$ cat src/rtl/pipe_ctrl_pkg.sv
// rtl/pipe_ctrl_pkg.sv - opcode constants, forward-select encodings and stage control record for pipe_ctrl
package pipe_ctrl_pkg;

    localparam logic [4:0] OP     = 5'b01100;
    localparam logic [4:0] OP_IMM = 5'b00100;
    localparam logic [4:0] LOAD   = 5'b00000;
    localparam logic [4:0] STORE  = 5'b01000;
    localparam logic [4:0] BRANCH = 5'b11000;
    localparam logic [4:0] JAL    = 5'b11011;
    localparam logic [4:0] JALR   = 5'b11001;
    localparam logic [4:0] LUI    = 5'b01101;
    localparam logic [4:0] AUIPC  = 5'b00101;

    localparam logic [1:0] FWD_RF = 2'b00;
    localparam logic [1:0] FWD_M  = 2'b01;
    localparam logic [1:0] FWD_W  = 2'b10;

    typedef struct packed {
        logic       valid;
        logic [4:0] opcode;
        logic [4:0] rd;
        logic [4:0] rs1;
        logic [4:0] rs2;
    } stage_ctrl_t;

    function automatic logic writes_rd(input logic [4:0] opcode);
        return !(opcode == BRANCH || opcode == STORE);
    endfunction

    function automatic logic uses_rs1(input logic [4:0] opcode);
        return opcode inside {OP, OP_IMM, LOAD, STORE, BRANCH, JALR};
    endfunction

    function automatic logic uses_rs2(input logic [4:0] opcode);
        return opcode inside {OP, STORE, BRANCH};
    endfunction

    // True when a producer writing wr_rd feeds a source register the consumer actually reads.
    function automatic logic raw_dep(input logic wr_valid, input logic [4:0] wr_rd,
                                     input logic [4:0] opcode, input logic [4:0] rs1,
                                     input logic [4:0] rs2);
        return wr_valid && (wr_rd != 5'd0) &&
               ((uses_rs1(opcode) && wr_rd == rs1) || (uses_rs2(opcode) && wr_rd == rs2));
    endfunction

endpackage

$ cat src/rtl/pipe_ctrl_hazard_unit.sv
// rtl/pipe_ctrl_hazard_unit.sv - stall and E-stage forward selection; FORWARDING_EN enables M/W forwarding
module hazard_unit
    import pipe_ctrl_pkg::*;
(
    input  stage_ctrl_t e_ctrl,
    input  stage_ctrl_t m_ctrl,
    input  logic [4:0]  d_opcode,
    input  logic [4:0]  d_rs1,
    input  logic [4:0]  d_rs2,
    input  logic        w_wb_en,
    input  logic [4:0]  w_rd,
    input  logic        flush,
    output logic        stall,
    output logic [1:0]  e_rs1_fwd_sel,
    output logic [1:0]  e_rs2_fwd_sel
);

    logic hazard;

`ifdef FORWARDING_EN
    logic m_fwd_ok;
    logic unused_m;

    assign m_fwd_ok = m_ctrl.valid && writes_rd(m_ctrl.opcode) && (m_ctrl.rd != 5'd0);
    assign unused_m = ^{m_ctrl.rs1, m_ctrl.rs2};

    // Only a load result is too late to forward from M into E.
    assign hazard = e_ctrl.valid && (e_ctrl.opcode == LOAD) &&
                    raw_dep(1'b1, e_ctrl.rd, d_opcode, d_rs1, d_rs2);

    always_comb begin
        e_rs1_fwd_sel = FWD_RF;
        e_rs2_fwd_sel = FWD_RF;
        if (m_fwd_ok && m_ctrl.rd == e_ctrl.rs1)
            e_rs1_fwd_sel = FWD_M;
        else if (w_wb_en && w_rd == e_ctrl.rs1)
            e_rs1_fwd_sel = FWD_W;
        if (m_fwd_ok && m_ctrl.rd == e_ctrl.rs2)
            e_rs2_fwd_sel = FWD_M;
        else if (w_wb_en && w_rd == e_ctrl.rs2)
            e_rs2_fwd_sel = FWD_W;
    end
`else
    logic unused_fwd;

    assign unused_fwd = ^{e_ctrl.rs1, e_ctrl.rs2, m_ctrl.rs1, m_ctrl.rs2, w_wb_en, w_rd};

    // Without forwarding every in-flight producer in E or M blocks the reader; W is bypassed in D.
    assign hazard = raw_dep(e_ctrl.valid && writes_rd(e_ctrl.opcode), e_ctrl.rd,
                            d_opcode, d_rs1, d_rs2) ||
                    raw_dep(m_ctrl.valid && writes_rd(m_ctrl.opcode), m_ctrl.rd,
                            d_opcode, d_rs1, d_rs2);

    assign e_rs1_fwd_sel = FWD_RF;
    assign e_rs2_fwd_sel = FWD_RF;
`endif

    // A redirect discards the dependent instruction, so it must not also hold the front end.
    assign stall = hazard && !flush;

endmodule

$ cat src/rtl/pipe_ctrl.sv
// rtl/pipe_ctrl.sv - E/M/W control pipeline, datapath selects and redirect; FORWARDING_EN selects hazard policy
module pipe_ctrl
    import pipe_ctrl_pkg::*;
(
    input  logic       clk,
    input  logic       rst,
    input  logic [4:0] D_opcode,
    input  logic [4:0] D_rd,
    input  logic [4:0] D_rs1,
    input  logic [4:0] D_rs2,
    input  logic       b,
    output logic       next_pc_sel,
    output logic       stall,
    output logic       flush,
    output logic       E_alu_op1_sel,
    output logic       E_alu_op2_sel,
    output logic       E_jb_op1_sel,
    output logic       W_wb_data_sel,
    output logic       W_wb_en,
    output logic [4:0] W_rd,
    output logic       D_rs1_data_sel,
    output logic       D_rs2_data_sel,
    output logic [1:0] E_rs1_fwd_sel,
    output logic [1:0] E_rs2_fwd_sel
);

    stage_ctrl_t d_ctrl;
    stage_ctrl_t e_q;
    stage_ctrl_t m_q;
    stage_ctrl_t w_q;
    logic        unused_w;

    assign d_ctrl = '{valid: 1'b1, opcode: D_opcode, rd: D_rd, rs1: D_rs1, rs2: D_rs2};

    always_ff @(posedge clk or posedge rst) begin
        if (rst) begin
            e_q <= '0;
            m_q <= '0;
            w_q <= '0;
        end else begin
            e_q <= (stall || flush) ? '0 : d_ctrl;
            m_q <= e_q;
            w_q <= m_q;
        end
    end

    assign next_pc_sel = e_q.valid &&
                         (e_q.opcode == JAL || e_q.opcode == JALR ||
                          (e_q.opcode == BRANCH && b));
    assign flush       = next_pc_sel;

    // Selects are qualified by valid so bubbles and reset decode to zero.
    assign E_alu_op1_sel = e_q.valid && !(e_q.opcode inside {AUIPC, JAL, JALR});
    assign E_alu_op2_sel = e_q.valid && (e_q.opcode inside {OP, BRANCH});
    assign E_jb_op1_sel  = e_q.valid && (e_q.opcode == JALR);

    assign W_wb_data_sel = w_q.valid && (w_q.opcode == LOAD);
    assign W_wb_en       = w_q.valid && writes_rd(w_q.opcode) && (w_q.rd != 5'd0);
    assign W_rd          = w_q.rd;
    assign unused_w      = ^{w_q.rs1, w_q.rs2};

    assign D_rs1_data_sel = W_wb_en && (w_q.rd == D_rs1);
    assign D_rs2_data_sel = W_wb_en && (w_q.rd == D_rs2);

    hazard_unit u_hazard_unit (
        .e_ctrl        (e_q),
        .m_ctrl        (m_q),
        .d_opcode      (D_opcode),
        .d_rs1         (D_rs1),
        .d_rs2         (D_rs2),
        .w_wb_en       (W_wb_en),
        .w_rd          (w_q.rd),
        .flush         (flush),
        .stall         (stall),
        .e_rs1_fwd_sel (E_rs1_fwd_sel),
        .e_rs2_fwd_sel (E_rs2_fwd_sel)
    );

endmodule
$ cat config.mk
export PLATFORM = sky130hd
export DESIGN_NAME = pipe_ctrl
export DESIGN_NICKNAME = d
export VERILOG_FILES = /design/src/rtl/pipe_ctrl_pkg.sv /design/src/rtl/pipe_ctrl_hazard_unit.sv /design/src/rtl/pipe_ctrl.sv
export SDC_FILE = /design/constraint.sdc
export NUM_CORES = 1
export LEC_CHECK = 0
export CORE_MARGIN = 1
export CORE_UTILIZATION = 35
export DETAILED_ROUTE_END_ITERATION = 8
export PLACE_DENSITY_LB_ADDON = 0.25
export SYNTH_ARGS = -nofsm -noshare
export SYNTH_HDL_FRONTEND = slang
export SYNTH_HIERARCHICAL = 1
export SYNTH_SLANG_ARGS = --single-unit
$ cat constraint.sdc
create_clock -name clk -period 2.2 [get_ports clk]
set_input_delay 0.44 -clock clk [delete_from_list [all_inputs] [get_ports clk]]
set_output_delay 0.44 -clock clk [all_outputs]
set_load 0.005 [all_outputs]
# Word-level counts from Yosys, hierarchy flattened
# Cells that the tools add are included.
[op_classes] muxes=1 n_eq_ne=21 reduce_logical=44
[ops] cell="5-bit == test (second input constant)" n=7
[ops] cell="5-bit by 4-bit == test with 1-bit output (second input constant)" n=6
[ops] cell="5-bit == test" n=6
[ops] cell="1-bit logical AND" n=21
[ops] cell="21-bit 2-to-1 mux" n=1
[ops] cell="5-bit nonzero test" n=3
[ops] cell="5-bit by 3-bit == test with 1-bit output (second input constant)" n=2
[ops] cell="5-bit logical NOT" n=2
[ops] cell="1-bit logical OR" n=9
[ops] cell="3-bit nonzero test" n=2
[ops] cell="6-bit nonzero test" n=1
[ops] cell="1-bit logical NOT" n=5
[ops] cell="2-bit nonzero test" n=1
[totals] register_bits=33 output_inout_bits=19

# Longest topological paths before layout
# Gate-level depths: netlist (run 1).
[logic_depth] ltp_word=10 mapped_depth=8 depth_no_buf=6

# Cells and area by module
# The synthesis (run 1) kept the hierarchy.
[modules_own_cells] module="pipe_ctrl" area_each_um2=1779.2 cells_per_inst=117 instances=1 seq_area_each_um2=1326.3
[modules_own_cells] module="hazard_unit" area_each_um2=355.3 cells_per_inst=51 instances=1 seq_area_each_um2=0.0

# Worst setup path after synthesis (run 1)
# Ideal clock, no wire load.
[synth_timing] path_kind="register to register" from="register e_q[17] (netlist bit)" to="register e_q[10] (netlist bit)" arrival_ps=1713 stages_incl_launch_ff=9 setup_time_ps=135 path_slack_ps=352 cell_sequence="dfrtp_1 nand4b_1 a21oi_1 buf_2 nor3b_1 o21ai_1 o22ai_1 clkbuf_1 nor3b_1"
[synth_via] elab_cells_between_ends=18 classes_between="eq/ne: 4; mux: 1; reduce/logical: 13"
[synth_lines] element="start: declaration" line="pipe_ctrl.sv:28" text="stage_ctrl_t e_q;"
[synth_lines] element="start signal: assignment" line="pipe_ctrl.sv:41" text="e_q <= (stall || flush) ? '0 : d_ctrl;"
[synth_lines] element="5-bit == test, on equally long branches" line="pipe_ctrl.sv:48, pipe_ctrl.sv:49"
[synth_lines] element="1-bit logical OR / 1-bit logical AND (equally long branches)" line="pipe_ctrl.sv:48, pipe_ctrl.sv:49"
[synth_lines] element="1-bit logical OR *" line="pipe_ctrl.sv:48" text="(e_q.opcode == JAL || e_q.opcode == JALR ||"
[synth_lines] element="1-bit logical AND *" line="pipe_ctrl.sv:47" text="assign next_pc_sel = e_q.valid &&"
[synth_lines] element="via flush" line="pipe_ctrl.sv:14" text="output logic flush,"
[synth_lines] element="1-bit logical NOT *" line="pipe_ctrl_hazard_unit.sv:59" text="assign stall = hazard && !flush;"
[synth_lines] element="1-bit logical AND *" line="pipe_ctrl_hazard_unit.sv:59"
[synth_lines] element="via stall" line="pipe_ctrl.sv:13" text="output logic stall,"
[synth_lines] element="1-bit logical OR *" line="pipe_ctrl.sv:41"
[synth_lines] element="21-bit 2-to-1 mux *" line="pipe_ctrl.sv:41"
# Mark *: on every way through the listed nets, which the timed path passes. The rest lies on a longest branch.

# Worst setup path in the final report (run 1)
[layout_timing] from="input port D_opcode[1]" to="output port stall"
[layout_via] elab_chain_cells=7 elab_cells_between_ends=18 classes_between="eq/ne: 5; reduce/logical: 13"
[layout_rtl] element="start: declaration" line="pipe_ctrl.sv:7" text="input logic [4:0] D_opcode,"
[layout_rtl] element="5-bit by 4-bit == test with 1-bit output, or another cell as far along" line="pipe_ctrl_pkg.sv:31, pipe_ctrl_pkg.sv:35"
[layout_rtl] element="6-bit nonzero test / 3-bit nonzero test (equally long branches)" line="pipe_ctrl_pkg.sv:31, pipe_ctrl_pkg.sv:35"
[layout_rtl] element="1-bit logical AND" line="pipe_ctrl_pkg.sv:43" text="((uses_rs1(opcode) && wr_rd == rs1) || (uses_rs2(opcode) && wr_rd == rs2));"
[layout_rtl] element="1-bit logical OR" line="pipe_ctrl_pkg.sv:43"
[layout_rtl] element="1-bit logical AND" line="pipe_ctrl_pkg.sv:42" text="return wr_valid && (wr_rd != 5'd0) &&"
[layout_rtl] element="1-bit logical OR *" line="pipe_ctrl_hazard_unit.sv:50" text="d_opcode, d_rs1, d_rs2) ||"
[layout_rtl] element="1-bit logical AND *" line="pipe_ctrl_hazard_unit.sv:59"
[layout_rtl] element="end: declaration" line="pipe_ctrl.sv:13"
# Every way passes the cells marked *; elsewhere a longest branch is shown, timed or not.

==> metrics.md, run 1 <==
| Metric | Value |
|---|---|
| Clock Tree Buf Depth | 2 |
| PwrDens | 684 nW/µm² |
| Net Sw Frac | 25.3% |
| GPL Wtd Cong | 0.929 |
| WS Path Type | in -> out |
| Violated checks | setup timing |
| Initial core utilization | 37.6% |
| Worst skew pair latency | 0.28 ns |
| Boundary Pins | 42 |
| Chip width | approximately 69 µm |
| Max-cap viol count | 0 |
| Wire per inst | about 14 µm |
| Slowest CP cell | clkdlybuf4s50_1 |
| Run status | finished, violations left |
| CTS Buf Count | 5 |
| CP max FO | 2 |
| Routed Antenna Nets | 0 |
| Chip height | 68.7 µm |
| Placed Cells | 233 |
| CP required | 1.76 ns |
| Net load switching power | 0.000391 W |
| Antenna diodes | 0 |
| Core area | 4140 µm² |
| R2r worst-path depth | 5 |
| Post-route insts no fill | approximately 240 |
| Syn Inst Count | 138 |
| Max Transition Viols Final | 0 |
| Setup crit start kind | input port |
| Register share of total power | 45.2% |
| First-pass GRT wire length | 5400 µm |
| CP Cell Sequence | clkdlybuf4s50_1 > nor2_1 > nand3_2 > nor4_2 > a21oi_2 > o22ai_2 > clkbuf_2 |
| Total gr overflow | 0 |
| Crit path DAT | between 1.5 and 2 ns |
| Die area | around 4700 µm² |
| Mapped Area | 1560 µm² |
| H-tree Lvls | 2 |
| F_max | between 0.4 and 0.5 GHz |
| HP Class | reg -> reg |
| Area grow syn2layout | 44.8% |
| Worst reg2reg setup slack | ~0.45 ns |
| Clock transition at path regs | approximately 0.07 ns |
| CTS tree | yes |
| WHS | 0.359 ns |
| Slowest Stage Delay on Critical Path | 0.42 ns |
| Hold path start | m_q[19] |
| Drt drc | 0 |
| Root Driver | clkbuf_8 |
| Via count | about 1.2k |
| Max IR drop VDD | about 0.53 mV |
| Leak pwr | 0.983 nW |
| Clock Sinks | 33 |
| Most common cell after layout, fill and taps aside | dfrtp_1 |
| Vias in the first global route | ~1.2k |
| Crit share post-route | 101% |
| Worst reg2reg endpoint | e_q[18] |
| Drt via density | 4.75 |
| Hold path endpoint | w_q[19] |
| Port Buffer Count | 37 |
| First-pass iteration count of the detailed router | 4 |
| Num rows | 23 |
| Worst hold path cell count | 0 |
| Detailed Route WL | 3500 µm |
| Crit path capture type | primary output |
| Number of synthesis warnings | 6 |
| Syn Area/Cell | 11.3 µm² |
| Most frequent cells in the layout | 32 x dfrtp_1, 20 x buf_4, 18 x xnor2_1, 16 x clkdlybuf4s50_1, 13 x dlygate4sd2_1 |
| Worst r2r src | m_q[10] |
| Combinational Power Share | 18.2% |
| Largest net degree at the start of global routing | 34 |
| Clock power share | 36.5% |
| Final worst setup slack | -0.0272 ns |
| Initial antenna violation count | 0 |
| Final Setup Violations | 1 |
| Final instance area | 2260 µm² |
| RSZ-0062 raised after global routing | true |
| P_int | ~0.0012 W |
| Final Hold Viols | 0 |
| Final Skew | roughly 0.0075 ns |
| GRT Total Usage | around 16% |
| DP Area | 2050 µm² |
| Period minus WS final | 2.23 ns |
| Initial DRC Count | 19 |
| Share of cells above drive strength 1 | 25.8% |
| Nets | 216 |
==> registers in the layout, summed over array words and instances, names as in the netlist <==
register	cells
e_q	11
w_q	6
W_rd	5
m_q	11
==> critical path, delay by kind of cell <==
family / cells / cell delay (ns)
buf+inv: 2 / 0.57
simple gates: 3 / 0.49
compound gates: 2 / 0.28
==> worst max-delay path by stage <==
stage | from | end | slack (ns) | cells past startpoint
2_1_floorplan | e_q[17] | e_q[11] | 0.42 | 8
3_3_place_gp | D_rs2[4] | stall | -0.57 | 7
3_5_place_dp | D_rs2[4] | stall | -0.58 | 7
4_1_cts | D_opcode[1] | stall | -0.15 | 7
5_1_grt | D_opcode[1] | stall | -0.11 | 7
6_report | D_opcode[1] | stall | -0.03 | 7
==> power by group through the flow <==
stage	clock [W]	combinational, W	sequential (W)
6_report	0.000564	0.000282	0.000698
5_1_grt	0.000601	0.000307	0.000705
2_1_floorplan	0	0.000137	0.000703
4_1_cts	0.000578	0.000274	0.000698
3_3_place_gp	0	0.000262	0.000706
3_5_place_dp	0	0.000267	0.000708
==> stage by stage <==
stage / util, % / TNS (ns) / total power [W] / worst slack [ns]
after detailed placement: 49.5 / -1.90 / 0.000975 / -0.581
after CTS: 53.4 / -0.262 / 0.00155 / -0.148
after floorplan: - / 0 / 0.000840 / 0.423
final: 54.5 / -0.0272 / 0.00154 / -0.0272
after global routing: 54.5 / -0.108 / 0.00161 / -0.108
after global placement: 49.5 / -1.72 / 0.000968 / -0.575
==> layer usage <==
metal,wire length (µm),GRT usage (%),vias to the layer above,part of all wire (%)
met1,1450,18.7,545,41
met4,18,5.36,0,0.51
met2,1830,29.3,39,52
met5,0,0,-,0
li1,-,-,571,-
met3,198,3.95,4,5.7
==> layout make-up <==
type                    instances  area [µm²]
clock buffers                   5        68.8
clock inverters                 3        46.3
fillers                       367        1890
inverters                       5        18.8
multi-input cells              89         712
flip-flops and latches         33         827
well taps                      50        62.6
repair buffers                 59         522
==> timing repair <==
item                       CTS  global route
hold buffers                 0             0
setup endpoints to repair    8             6
pin swaps                    5             6
gates resized for setup     26            20
buffers inserted             3             0
(Power assumes the default switching activity.)
==> run 2, diff against run 1 <==
--- a/config.mk
+++ b/config.mk
@@ -7,6 +7,7 @@
 export LEC_CHECK = 0
 export CORE_MARGIN = 1
 export CORE_UTILIZATION = 35
+export CTS_CLUSTER_SIZE = 10
 export DETAILED_ROUTE_END_ITERATION = 8
 export PLACE_DENSITY_LB_ADDON = 0.25
 export SYNTH_ARGS = -nofsm -noshare
==> results of run 2 <==
No change in the layout: final DEF, timing and power equal those of run 1.
==> run 3, diff against run 2 <==
--- a/config.mk
+++ b/config.mk
@@ -5,6 +5,7 @@
 export SDC_FILE = /design/constraint.sdc
 export NUM_CORES = 1
 export LEC_CHECK = 0
+export CORE_ASPECT_RATIO = 1.75
 export CORE_MARGIN = 1
 export CORE_UTILIZATION = 35
 export CTS_CLUSTER_SIZE = 10
==> run 3 against run 2 <==
  * Final cell count up 0.82%
  * The flow now finishes without violations
  * Clock power up 21%
  * Die area up 0.22%
  * Non-clock buffer count up 3
  * Critical path depth down 1
  * Total power up 8.5%
  * Utilization up 0.40 points
  * Sequential power about the same
  * Via count up 6.6%
  * Setup slack better by 0.082 ns
  * Worst hold slack better by 0.00070 ns
  * Count of clock-buffer cells in the layout unchanged
==> metrics.md, run 3 (synthesis results as in run 1) <==
| Metric | Value |
|---|---|
| Run status | completed |
| Biggest regs | e_q (11), m_q (11), w_q (6) |
| Filler cells | 371 |
| Port Buffer Count | 37 |
| M1 wire length | 1170 µm |
| Boundary Pins | 42 |
| Initial DRC Count | 16 |
| Most common cell after layout, fill and taps aside | dfrtp_1 |
| Total gr overflow | 0 |
| Worst hold path cell count | 0 |
| Crit share post-route | 97.5% |
| Hold path endpoint | w_q[19] |
| Num rows | 31 |
| Leak pwr | 1.03 nW |
| Root Driver | clkbuf_8 |
| Vias in the first global route | approximately 1.3k |
| Met3 routed WL | 158 µm |
| Initial core utilization | 37.2% |
| Worst r2r src | m_q[10] |
| R2r worst-path depth | 5 |
| Crit path capture type | primary output |
| Hold path start | m_q[19] |
| Max Transition Viols Final | 0 |
| Core area | 4190 µm² |
| Detailed placement HPWL | 2750 µm |
| CTS Buf Count | 5 |
| Nets | 219 |
| PwrDens | 729 nW/µm² |
| Largest net degree at the start of global routing | 34 |
| F_max | about 0.47 GHz |
| First-pass GRT wire length | roughly 6000 µm |
| Via count | around 1.2k |
| Drt via density | 5.02 |
| Final Hold Viols | 0 |
| CP Launch Point | D_opcode[3] |
| Clock transition at path regs | approximately 0.07 ns |
| Met2 Routed Length | approximately 2200 µm |
| GRT Total Usage | 17.2% |
| WS Path Type | in -> out |
| Tot Pwr | 0.00167 W |
| Antenna diodes | 0 |
| Worst reg2reg endpoint | e_q[17] |
| Max-cap viol count | 0 |
| Routed Antenna Nets | 0 |
| Setup crit start kind | input port |
| Detailed Route WL | approximately 3600 µm |
| Most frequent cells in the layout | 32 x dfrtp_1, 22 x buf_4, 19 x xnor2_1, 14 x dlygate4sd2_1, 13 x clkdlybuf4s50_1 |
| Area grow syn2layout | 47.4% |
| Max IR drop VDD | roughly 0.48 mV |
| Wire per inst | 14.7 µm |
| First-pass iteration count of the detailed router | 4 |
| RSZ-0062 raised after global routing | false |
| Worst skew pair latency | ~0.28 ns |
| Crit path DAT | roughly 1.7 ns |
| Drt drc | 0 |
| CP required | around 1.8 ns |
| Clock Tree Buf Depth | 2 |
| Die area | between 4000 and 5000 µm² |
| Period minus WS final | approximately 2.1 ns |
| GPL Wtd Cong | 0.944 |
| Clock Sinks | 33 |
| Highest routed layer | met4 |
| Chip width | 52.5 µm |
| Dpl ws | -0.562 ns |
| Worst reg2reg setup slack | 0.39 ns |
| CP max FO | 3 |
| Final worst setup slack | between 0.05 and 0.06 ns |
| Final Skew | around 0.0055 ns |
| Chip height | 90.3 µm |
| Final Setup Violations | 0 |
| HP Class | reg -> reg |
| Initial antenna violation count | 0 |
| CTS tree | yes |
| H-tree Lvls | 2 |
| Share of cells above drive strength 1 | roughly 25% |
run 3: cell count changes in the layout (fill, tap and decap cells not counted), moves of 2 or more:
| cell | delta |
|---|---|
| nor3_2 | -2 |
| clkdlybuf4s50_1 | -3 |
| buf_2 | +2 |
| nor3_1 | +2 |
| a21oi_1 | +2 |
| buf_4 | +2 |
| a21oi_2 | -2 |
run 3: final cells by class:
cell class | count | area [µm²] | share of cell area, %
multi-input combinational | 89 | 709 | 30.9
clock buffer | 5 | 68.8 | 2.99
clock inverter | 3 | 68.8 | 2.99
inverter | 5 | 18.8 | 0.817
timing repair buffer | 62 | 544 | 23.7
sequential | 33 | 827 | 36.0
tap | 49 | 61.3 | 2.67
run 3: how the worst max path moves through the flow:
stage / end / slack (ns) / cells after the start
6_report: stall / 0.06 / 6
4_1_cts: stall / -0.14 / 7
5_1_grt: stall / 0.004 / 6
3_3_place_gp: stall / -0.54 / 7
2_1_floorplan: e_q[11] / 0.42 / 8
3_5_place_dp: stall / -0.56 / 7
run 3: where the power goes:
part | switching, W | leakage, nW | internal (W) | total [W]
clock | 0.000229 | 0.0687 | 0.000456 | 0.000685
combinational | 0.000130 | 0.579 | 0.000165 | 0.000295
sequential | 0.0000405 | 0.382 | 0.000655 | 0.000695
total | 0.000399 | 1.03 | 0.00128 | 0.00167
run 3: timing repair:
action                     CTS  global route
hold buffers                 0             0
pin swaps                    6             7
resized for setup           36            17
setup endpoints to repair    8             6
setup buffers                4             1
run 3: stage by stage:
step,hold slack [ns],TNS [ns],instance area (µm²),utilization (%),std cells
floorplan,0.331,0,1570,-,141
global placement,0.335,-1.69,2070,49.5,235
detailed placement,0.350,-1.86,2070,49.5,235
CTS,0.368,-0.274,2270,54.3,247
global route,0.380,0,2300,54.9,246
finish,0.360,0,2300,54.9,246
run 3: worst max-delay path, stage by stage:
cell and delay (ns):
clkdlybuf4s50_1 0.51, nand3_2 0.12, nor4_4 0.23, a21oi_1 0.08
o22ai_2 0.18, clkbuf_2 0.14
run 3: routing by layer:
layer  GRT usage [%]  vias to the layer above
met2            33.0                       41
met4            7.68                        0
li1                -                      572
met5               0                        -
met1            16.1                      607
met3            3.37                       16
